--- src/rtl/mult_div_unit_if.sv ---
// Handshake and data bundle for the multiply/divide unit.
// master drives start/op/a/b/mthi/mtlo/wdata; slave returns busy/done/div_by_zero/hi/lo.
interface mult_div_unit_if #(
    parameter int SIZE = 32
);
    logic            start;
    logic [1:0]      op;
    logic [SIZE-1:0] a;
    logic [SIZE-1:0] b;
    logic            mthi;
    logic            mtlo;
    logic [SIZE-1:0] wdata;
    logic            busy;
    logic            done;
    logic            div_by_zero;
    logic [SIZE-1:0] hi;
    logic [SIZE-1:0] lo;

    modport master (
        output start, op, a, b, mthi, mtlo, wdata,
        input  busy, done, div_by_zero, hi, lo
    );

    modport slave (
        input  start, op, a, b, mthi, mtlo, wdata,
        output busy, done, div_by_zero, hi, lo
    );
endinterface

--- src/rtl/mult_div_unit.sv ---
// Iterative MIPS-style HI/LO multiply/divide unit, one bit per cycle.
// Ports: clk, rst_n (async low), bus (slave): start/op/a/b, mthi/mtlo/wdata, busy/done/div_by_zero/hi/lo.
module mult_div_unit #(
    parameter int SIZE = 32
) (
    input  logic             clk,
    input  logic             rst_n,
    mult_div_unit_if.slave   bus
);
    typedef enum logic [1:0] {
        IDLE,
        CALC,
        FIX
    } state_t;

    state_t state;
    state_t state_nx;

    logic [5:0]      cnt;
    logic            is_div;
    logic            neg_q;
    logic            neg_r;
    logic            dbz;
    logic [SIZE-1:0] acc;
    logic [SIZE-1:0] mq;
    logic [SIZE-1:0] opb;
    logic [SIZE-1:0] hi_q;
    logic [SIZE-1:0] lo_q;
    logic            done_q;
    logic            dbz_q;

    logic            sgn;
    logic            sa;
    logic            sb;
    logic [SIZE-1:0] mag_a;
    logic [SIZE-1:0] mag_b;
    logic [SIZE:0]   add_s;
    logic [SIZE:0]   sh;
    logic [SIZE:0]   sub_s;
    logic [2*SIZE-1:0] prod_fix;
    logic [SIZE-1:0] q_fix;
    logic [SIZE-1:0] r_fix;

    // Signed ops work on magnitudes; signs are reapplied in FIX.
    assign sgn   = ~bus.op[0];
    assign sa    = sgn & bus.a[SIZE-1];
    assign sb    = sgn & bus.b[SIZE-1];
    assign mag_a = sa ? -bus.a : bus.a;
    assign mag_b = sb ? -bus.b : bus.b;

    // Multiply: {acc,mq} shifts right, adding the multiplicand into acc.
    assign add_s = {1'b0, acc} + {1'b0, (mq[0] ? opb : '0)};

    // Restoring divide: remainder in acc, dividend shifts out of mq.
    assign sh    = {acc, mq[SIZE-1]};
    assign sub_s = sh - {1'b0, opb};

    assign prod_fix = neg_q ? -{acc, mq} : {acc, mq};
    assign q_fix    = neg_q ? -mq : mq;
    assign r_fix    = neg_r ? -acc : acc;

    always_ff @(posedge clk or negedge rst_n) begin
        if (!rst_n) begin
            state <= IDLE;
        end else begin
            state <= state_nx;
        end
    end

    always_comb begin
        state_nx = state;
        unique case (state)
            IDLE: if (bus.start) state_nx = CALC;
            CALC: if (cnt == 6'd31) state_nx = FIX;
            FIX:  state_nx = IDLE;
            default: state_nx = IDLE;
        endcase
    end

    always_ff @(posedge clk or negedge rst_n) begin
        if (!rst_n) begin
            cnt    <= '0;
            is_div <= 1'b0;
            neg_q  <= 1'b0;
            neg_r  <= 1'b0;
            dbz    <= 1'b0;
            acc    <= '0;
            mq     <= '0;
            opb    <= '0;
            hi_q   <= '0;
            lo_q   <= '0;
            done_q <= 1'b0;
            dbz_q  <= 1'b0;
        end else begin
            done_q <= 1'b0;
            dbz_q  <= 1'b0;
            unique case (state)
                IDLE: begin
                    if (bus.start) begin
                        cnt    <= '0;
                        is_div <= bus.op[1];
                        neg_q  <= sa ^ sb;
                        neg_r  <= sa;
                        dbz    <= bus.op[1] & (bus.b == '0);
                        acc    <= '0;
                        mq     <= mag_a;
                        opb    <= mag_b;
                    end else begin
                        if (bus.mthi) hi_q <= bus.wdata;
                        if (bus.mtlo) lo_q <= bus.wdata;
                    end
                end
                CALC: begin
                    cnt <= cnt + 6'd1;
                    if (is_div) begin
                        if (!sub_s[SIZE]) begin
                            acc <= sub_s[SIZE-1:0];
                            mq  <= {mq[SIZE-2:0], 1'b1};
                        end else begin
                            acc <= sh[SIZE-1:0];
                            mq  <= {mq[SIZE-2:0], 1'b0};
                        end
                    end else begin
                        acc <= add_s[SIZE:1];
                        mq  <= {add_s[0], mq[SIZE-1:1]};
                    end
                end
                FIX: begin
                    done_q <= 1'b1;
                    dbz_q  <= dbz;
                    if (is_div) begin
                        // With b==0 the remainder path already holds |a|.
                        lo_q <= dbz ? '1 : q_fix;
                        hi_q <= r_fix;
                    end else begin
                        {hi_q, lo_q} <= prod_fix;
                    end
                end
                default: begin
                    cnt <= '0;
                end
            endcase
        end
    end

    assign bus.busy        = (state != IDLE);
    assign bus.done        = done_q;
    assign bus.div_by_zero = dbz_q;
    assign bus.hi          = hi_q;
    assign bus.lo          = lo_q;
endmodule

--- src/flat_wrapper.sv ---
// flat-port wrapper written by rule: the top's interface ports become plain ports
module mult_div_unit_flat 
#(
    parameter int SIZE = 32
)
  (clk, rst_n, bus_start, bus_op, bus_a, bus_b, bus_mthi, bus_mtlo, bus_wdata, bus_busy, bus_done, bus_div_by_zero, bus_hi, bus_lo);
  mult_div_unit_if #(.SIZE(SIZE)) bus_i ();
  input  logic clk;
  input  logic rst_n;
  input wire logic [$bits(bus_i.start)-1:0] bus_start;
  input wire logic [$bits(bus_i.op)-1:0] bus_op;
  input wire logic [$bits(bus_i.a)-1:0] bus_a;
  input wire logic [$bits(bus_i.b)-1:0] bus_b;
  input wire logic [$bits(bus_i.mthi)-1:0] bus_mthi;
  input wire logic [$bits(bus_i.mtlo)-1:0] bus_mtlo;
  input wire logic [$bits(bus_i.wdata)-1:0] bus_wdata;
  output wire logic [$bits(bus_i.busy)-1:0] bus_busy;
  output wire logic [$bits(bus_i.done)-1:0] bus_done;
  output wire logic [$bits(bus_i.div_by_zero)-1:0] bus_div_by_zero;
  output wire logic [$bits(bus_i.hi)-1:0] bus_hi;
  output wire logic [$bits(bus_i.lo)-1:0] bus_lo;
  assign bus_i.start = bus_start;
  assign bus_i.op = bus_op;
  assign bus_i.a = bus_a;
  assign bus_i.b = bus_b;
  assign bus_i.mthi = bus_mthi;
  assign bus_i.mtlo = bus_mtlo;
  assign bus_i.wdata = bus_wdata;
  assign bus_busy = bus_i.busy;
  assign bus_done = bus_i.done;
  assign bus_div_by_zero = bus_i.div_by_zero;
  assign bus_hi = bus_i.hi;
  assign bus_lo = bus_i.lo;
  mult_div_unit #(.SIZE(SIZE)) u_core (.clk(clk), .rst_n(rst_n), .bus(bus_i));
endmodule
--- config.mk ---
export PLATFORM = sky130hd
export DESIGN_NAME = mult_div_unit_flat
export DESIGN_NICKNAME = d
export VERILOG_FILES = /design/src/rtl/mult_div_unit_if.sv /design/src/rtl/mult_div_unit.sv /design/src/flat_wrapper.sv
export SDC_FILE = /design/constraint.sdc
export NUM_CORES = 1
export LEC_CHECK = 0
export ABC_CLOCK_PERIOD_IN_PS = 6200
export BUFFER_PORTS_ARGS = -buffer_cell sky130_fd_sc_hd__buf_2
export CAP_MARGIN = 20
export CORE_MARGIN = 2
export CORE_UTILIZATION = 65
export DETAILED_ROUTE_END_ITERATION = 8
export GPL_TIMING_DRIVEN = 0
export PLACE_DENSITY = 0.95
export SKIP_CTS_REPAIR_TIMING = 1
export SYNTH_ARGS = -nofsm -noshare
export SYNTH_HDL_FRONTEND = slang
export SYNTH_SLANG_ARGS = --single-unit
--- constraint.sdc ---
create_clock -name clk -period 6.2 [get_ports clk]
set_input_delay 0.62 -clock clk [delete_from_list [all_inputs] [get_ports clk]]
set_output_delay 0.62 -clock clk [all_outputs]
set_load 0.02 [all_outputs]
==> results of run 1 <==
[cell usage after synthesis (10+ instances only)]
master    number
a211oi_1      13
a21o_1        31
a21oi_1      139
a22oi_1       17
a31oi_1       20
and3_1        20
clkbuf_1     103
dfrtp_1      174
ha_1          69
inv_1         66
mux2i_1       42
nand2_1      220
nand2b_1      21
nand3_1       21
nand4_1       16
nor2_1       150
nor2b_1       12
nor3_1        33
nor4_1        20
o21a_1        13
o21ai_0      223
o21ai_1       10
o22ai_1       38
o31ai_1       20
o41ai_1       16
or3_1         22
or4_1         13
xnor2_1      100
xor2_1        61
[critical path: cells and delay by family, from the launching register on]
family,cells,cell delay (ns)
compound gates,5,1.59
simple gates,4,1.22
buf+inv,1,0.62
flops,1,0.59
fa+ha+maj,1,0.38
[state kept, by name (all words and copies together), names as in the netlist, 2 cells and up]
name / count
u_core.acc: 32
u_core.bus.hi: 32
u_core.bus.lo: 32
u_core.cnt: 6
u_core.mq: 32
u_core.opb: 32
u_core.state: 2
[cells by family after synthesis]
group / after synthesis
AO/OA/AOI/OAI: 612
flip-flops: 174
adder cells (fa/ha/maj): 71
AND/OR/NAND/NOR: 587
buffers and inverters: 180
XOR/XNOR: 161
multiplexers: 43
[final cells by class]
class | instances | area (um^2)
multi-input cells | 1474 | 9240
fillers | 1629 | 5580
flip-flops and latches | 174 | 4350
repair buffers | 170 | 883
plain buffers | 114 | 445
clock buffers | 17 | 425
well taps | 280 | 350
inverters | 66 | 248
clock inverters | 15 | 165
[worst min path at each step]
stage / from / end / slack [ns] / cells past startpoint
after floorplan: rst_n / u_core.acc[0]$_DFFE_PN0P_ / 0.32 / 0
after global placement: u_core.bus.lo[26]$_DFFE_PN0P_ / u_core.bus.lo[26]$_DFFE_PN0P_ / 0.46 / 2
after detailed placement: u_core.bus.lo[25]$_DFFE_PN0P_ / u_core.bus.lo[25]$_DFFE_PN0P_ / 0.47 / 2
after CTS: rst_n / u_core.mq[7]$_DFFE_PN0P_ / 0.08 / 1
after global routing: rst_n / u_core.mq[7]$_DFFE_PN0P_ / 0.1 / 1
final: rst_n / u_core.mq[7]$_DFFE_PN0P_ / 0.05 / 1
[through the flow]
step	power [mW]	worst slack (ns)
2_1_floorplan	5.35	2.87
6_report	8.05	1.61
4_1_cts	7.84	1.76
3_5_place_dp	6.73	1.77
3_3_place_gp	6.58	1.82
5_1_grt	8.52	1.44
[metal layers]
metal	global-route usage, %	wire [um]
met5	0	0
met2	65.7	21700
met4	21.3	2590
met1	54.4	18400
met3	10.8	6800
[power breakdown]
group,internal [mW],switching (mW)
sequential,1.50,0.583
clock,0.541,0.556
combinational,1.86,3.00
==> flow_summary.yaml, run 1 <==
worst_setup_path:
  setup.worst_path.start_class: "register"
  cpMostUsedCell: "nor2_1"
  path_class: "register to register"
  startpoint: "u_core.acc[4]$_DFFE_PN0P_"
  path_cells: "ha_1 -> a21o_1 -> nor3_1 -> a211oi_1 -> nor4_1 -> nor2_1 -> o311ai_2 -> clkbuf_1 -> nor2_1 -> a21oi_1 -> o221ai_1"
  worstPathRequired_ns: 6.48
  path_max_fanout: 10
  r2r_start: "u_core.acc[4]$_DFFE_PN0P_"
  rr_endpoint: "u_core.acc[6]$_DFFE_PN0P_"
  crit_slowest_cell: "o311ai_2"
  endpoint: "u_core.acc[6]$_DFFE_PN0P_"
  max_stage_delay_ns: 0.88
  crit_path_end_kind: "register"
  ff2ff_setup_slack_ns: 1.61
  arrival_ns: 4.87
  reg2reg_depth: 11
detailed_routing:
  drc: 0
  first_pass_iters: 6
  routed_via_density: 6.67
  vias: 15415
  drtAntennaViolNets: 0
  drt-initial-drc-count: 2113
  drt-total-wl_mm: 49.5
  avgRoutedWirePerCell_um: 21.4
cts:
  path_clk_slew_ns: 0.08
  cts_tree: "done"
  cts_made_buffers: 17
  htreeDepth: 4
  clk_latency_ns: 0.46
  clkSinkCount: 174
  root_buffer: "clkbuf_16"
  clock_path_buffers: 2
yosys:
  yosys_register_bits: 174
  yosysTopAreaCell: "dfrtp_1"
  syn_area_um2: 14300
  async_reset_ff_share_pct: 100
  synth_edf_count: 0
  syn_avg_cell_area_um2: 7.81
  synthTopCellsByArea: "dfrtp_1, o21ai_0, xnor2_1"
  synthesis.nets: 2002
  synth_adder_area_share_pct: 6.32
  yosysWarnings: 0
  synth_seq_area_share_pct: 30.5
  ys_types: 74
  muxShareOfSynthArea_pct: 3.02
  synth_ff_type: "dfrtp_1"
  synthCells: 1828
  synth_top_family_by_area: "compound AO/OA/AOI/OAI gates"
  synth-xor-area-share_pct: 9.87
  synthSimpleGateAreaFrac_pct: 19.4
  synth-compound-area-share_pct: 26.0
  yosysTopAreaCellShare_pct: 30.5
finish:
  fin_util_pct: 74.3
  final_area_um2: 16100
  final_nets: 2191
  antenna-diode-count: 0
  synthToLayoutAreaGrowth_pct: 12.8
  mostFrequentLayoutCells: "o21ai_0, nand2_1, dfrtp_1"
  final_common_cell: "o21ai_0"
  drive_above_1_share_pct: 11.2
  stdcell_count: 2310
sta:
  relSlewSlack_pct: 28.1
  rsz0062_at_grt: "no"
  min_period_over_period_pct: 74.1
  hold_viol: 0
  clock.fmax_mhz: 218
  min_period_ns: 4.59
  setup_viol: 0
  tightest_slew_ns: 1.08
  finalSetupTns_ns: 0
  whs_ns: 0.0503
  slew_viol_final: 0
  clock_skew_ns: 0.0166
placed_design:
  dpl-instance-area_um2: 15500
  dp_hpwl_mm: 38.2
  port_buffers: 169
  place_congestion: 1.01
  placed_cells_incl_taps: 2278
grt:
  grt_max_degree: 123
  grt_antenna_before_repair: 0
  grt_overflow: 0
  first_global_vias: 14754
  grt_pass1_wl_mm: 78.2
  grt_use_total_pct: 42.1
floorplan:
  die_h_um: 152
  rows: 54
  die_w_um: 152
  dieArea_um2: 23200
  start_util_pct: 65.9
  coreArea_um2: 21700
  io_pins: 170
flow_run:
  cap_violations: 0
power:
  leakage_nw: 7.16
  p_per_area_nw_per_um2: 500
  ir_drop_v: 0.000279
run_status:
  outcome: "finished, final reports clean"
worst_hold_path:
  min_path_type: "primary input to asynchronous set/reset pin"
Note: power is estimated with default switching activity, not from simulation.
==> run 2, diff against run 1 <==
--- a/config.mk
+++ b/config.mk
@@ -5,14 +5,14 @@
 export SDC_FILE = /design/constraint.sdc
 export NUM_CORES = 1
 export LEC_CHECK = 0
-export ABC_CLOCK_PERIOD_IN_PS = 6200
+export ABC_CLOCK_PERIOD_IN_PS = 3900
 export BUFFER_PORTS_ARGS = -buffer_cell sky130_fd_sc_hd__buf_2
 export CAP_MARGIN = 20
 export CORE_MARGIN = 2
-export CORE_UTILIZATION = 65
+export CORE_UTILIZATION = 54
 export DETAILED_ROUTE_END_ITERATION = 8
 export GPL_TIMING_DRIVEN = 0
-export PLACE_DENSITY = 0.95
+export PLACE_DENSITY = 0.87
 export SKIP_CTS_REPAIR_TIMING = 1
 export SYNTH_ARGS = -nofsm -noshare
 export SYNTH_HDL_FRONTEND = slang
==> constraint.sdc (replaced) <==
create_clock -name clk -period 3.9 [get_ports clk]
set_input_delay 0.39 -clock clk [delete_from_list [all_inputs] [get_ports clk]]
set_output_delay 0.39 -clock clk [all_outputs]
set_load 0.02 [all_outputs]
==> run 2 against run 1 <==
The flow now finishes with violations (hold timing). Clock power is 66% higher. Global-route usage decreased by 7.0 points. Design area rose by 1.3%. Clock-buffer cell count did not move. Utilization shrank 11 points. Cell count grew 2.5%. Combinational power rose by 60%. Worst hold slack got worse by 0.075 ns. Critical path depth is the same. Die area is 20% higher. Register-to-register slack worse by 1.5 ns. Clock skew rose by 0.0018 ns. Largest power group unchanged. Highest routed layer unchanged.
==> flow_summary.yaml, run 2 (synthesis results as in run 1) <==
finish:
  final_area_um2: 16300
  drive_above_1_share_pct: 12.4
  synthToLayoutAreaGrowth_pct: 14.2
  final_nets: 2193
  fin_util_pct: 62.8
  mostFrequentLayoutCells: "nand2_1, o21ai_0, dfrtp_1"
  fill_cells: 2316
  antenna-diode-count: 0
sta:
  tightest_slew_ns: 1.11
  slew_viol_final: 0
  setup_viol: 0
  finalSetupTns_ns: 0
  clock_skew_ns: 0.0184
  min_period_ns: 3.79
  min_period_over_period_pct: 97.1
  relSlewSlack_pct: 25.5
  whs_ns: -0.0250
  clock.fmax_mhz: 264
  hold_viol: 52
detailed_routing:
  drt-total-wl_mm: 49.7
  drtAntennaViolNets: 0
  vias: 15160
  drt-initial-drc-count: 1732
  routed_via_density: 6.40
  drc: 0
  first_pass_iters: 6
  avgRoutedWirePerCell_um: 21.0
grt:
  first_global_vias: 14139
  grt_overflow: 0
  grt_antenna_before_repair: 0
  grt_pass1_wl_mm: 77.1
  grt_use_total_pct: 35.0
  grt_max_degree: 99
worst_setup_path:
  setup.worst_path.start_class: "register"
  crit_slowest_cell: "or4_1"
  worstSetupPathDepth: 11
  path_cells: "inv_2 -> buf_2 -> ha_1 -> nand2b_1 -> or3_1 -> or4_1 -> o41a_1 -> clkbuf_2 -> o41ai_2 -> xor2_1 -> a21oi_1"
  worstPathRequired_ns: 4.21
  path_class: "register to register"
  max_stage_delay_ns: 0.56
  path_max_fanout: 10
  ff2ff_setup_slack_ns: 0.11
  rr_endpoint: "u_core.bus.hi[22]$_DFFE_PN0P_"
  startpoint: "u_core.mq[0]$_DFFE_PN0P_"
  arrival_ns: 4.10
  r2r_start: "u_core.mq[0]$_DFFE_PN0P_"
  endpoint: "u_core.bus.hi[22]$_DFFE_PN0P_"
  critPathTopFamily: "simple AND/OR/NAND/NOR gates"
  crit_path_end_kind: "register"
  reg2reg_depth: 11
  crit_buf_inv: 3
run_status:
  outcome: "finished with violations"
  violations: "hold timing"
floorplan:
  start_util_pct: 55.0
  rows: 59
  die_w_um: 167
  die_h_um: 167
  coreArea_um2: 26000
  dieArea_um2: 27800
  io_pins: 170
power:
  ir_drop_v: 0.000501
  swShare_pct: 51.1
  p_switching_mw: 6.60
  comb_power_share_pct: 60.4
  p_per_area_nw_per_um2: 791
  p_seq_share_pct: 25.5
  clkPwrFrac_pct: 14.2
  p_int_mw: 6.31
  leakage_nw: 7.23
flow_run:
  cap_violations: 0
cts:
  clk_latency_ns: 0.45
  root_buffer: "clkbuf_16"
  cts_made_buffers: 17
  clkSinkCount: 174
  htreeDepth: 4
  cts_tree: "done"
  path_clk_slew_ns: 0.08
  clock_path_buffers: 2
placed_design:
  dpl-instance-area_um2: 15600
  dp_hpwl_mm: 38.7
  place_congestion: 0.987
  port_buffers: 169
worst_hold_path:
  min_path_type: "primary input to asynchronous set/reset pin"
==> run 2: final cells by class <==
type,count,area [um^2],share of cell area [%]
Inverter,66,248,1.52
Clock buffer,17,425,2.61
Sequential cell,174,4360,26.7
Tap cell,335,419,2.57
Multi-Input combinational cell,1474,9310,57.1
Timing Repair Buffer,172,898,5.51
Clock inverter,15,201,1.23
Buffer,114,460,2.82
==> run 2: how the worst min path moves through the flow <==
stage | end | slack, ns | cells past startpoint
6_report | u_core.bus.hi[28]$_DFFE_PN0P_ | -0.03 | 1
5_1_grt | u_core.bus.hi[15]$_DFFE_PN0P_ | 0.04 | 1
4_1_cts | u_core.bus.done$_DFF_PN0_ | 0.008 | 1
3_5_place_dp | u_core.bus.lo[9]$_DFFE_PN0P_ | 0.47 | 2
3_3_place_gp | u_core.bus.lo[14]$_DFFE_PN0P_ | 0.46 | 2
2_1_floorplan | u_core.acc[0]$_DFFE_PN0P_ | 0.09 | 0
==> run 2: metal layers <==
layer  wire [um]  part of all wire [%]  track usage [%]  vias to the layer above
met2       22200                    45             55.8                      913
li1            -                     -                -                     6984
met5           0                     0                0                        -
met4        2090                   4.2             14.8                        0
met1       20100                    41             47.4                     7120
met3        5330                    11             5.73                      143
==> run 2: power groups by stage <==
stage                     Sequential, mW  Clock [mW]  Combinational (mW)
after floorplan                     3.11           0                5.39
after global placement              3.23           0                7.28
after detailed placement            3.27           0                7.43
after CTS                           3.23        1.82                7.47
after global routing                3.34        1.89                8.51
final                               3.29        1.83                7.80
==> run 2: through the flow <==
| step | setup WS (ns) | power (mW) | std cells |
|---|---|---|---|
| floorplan | 0.570 | 8.51 | 1828 |
| detailed placement | -0.483 | 10.7 | 2333 |
| finish | 0.112 | 12.9 | 2367 |
| CTS | -0.499 | 12.5 | 2365 |
| global placement | -0.439 | 10.5 | 2332 |
| global route | -0.0151 | 13.7 | 2367 |
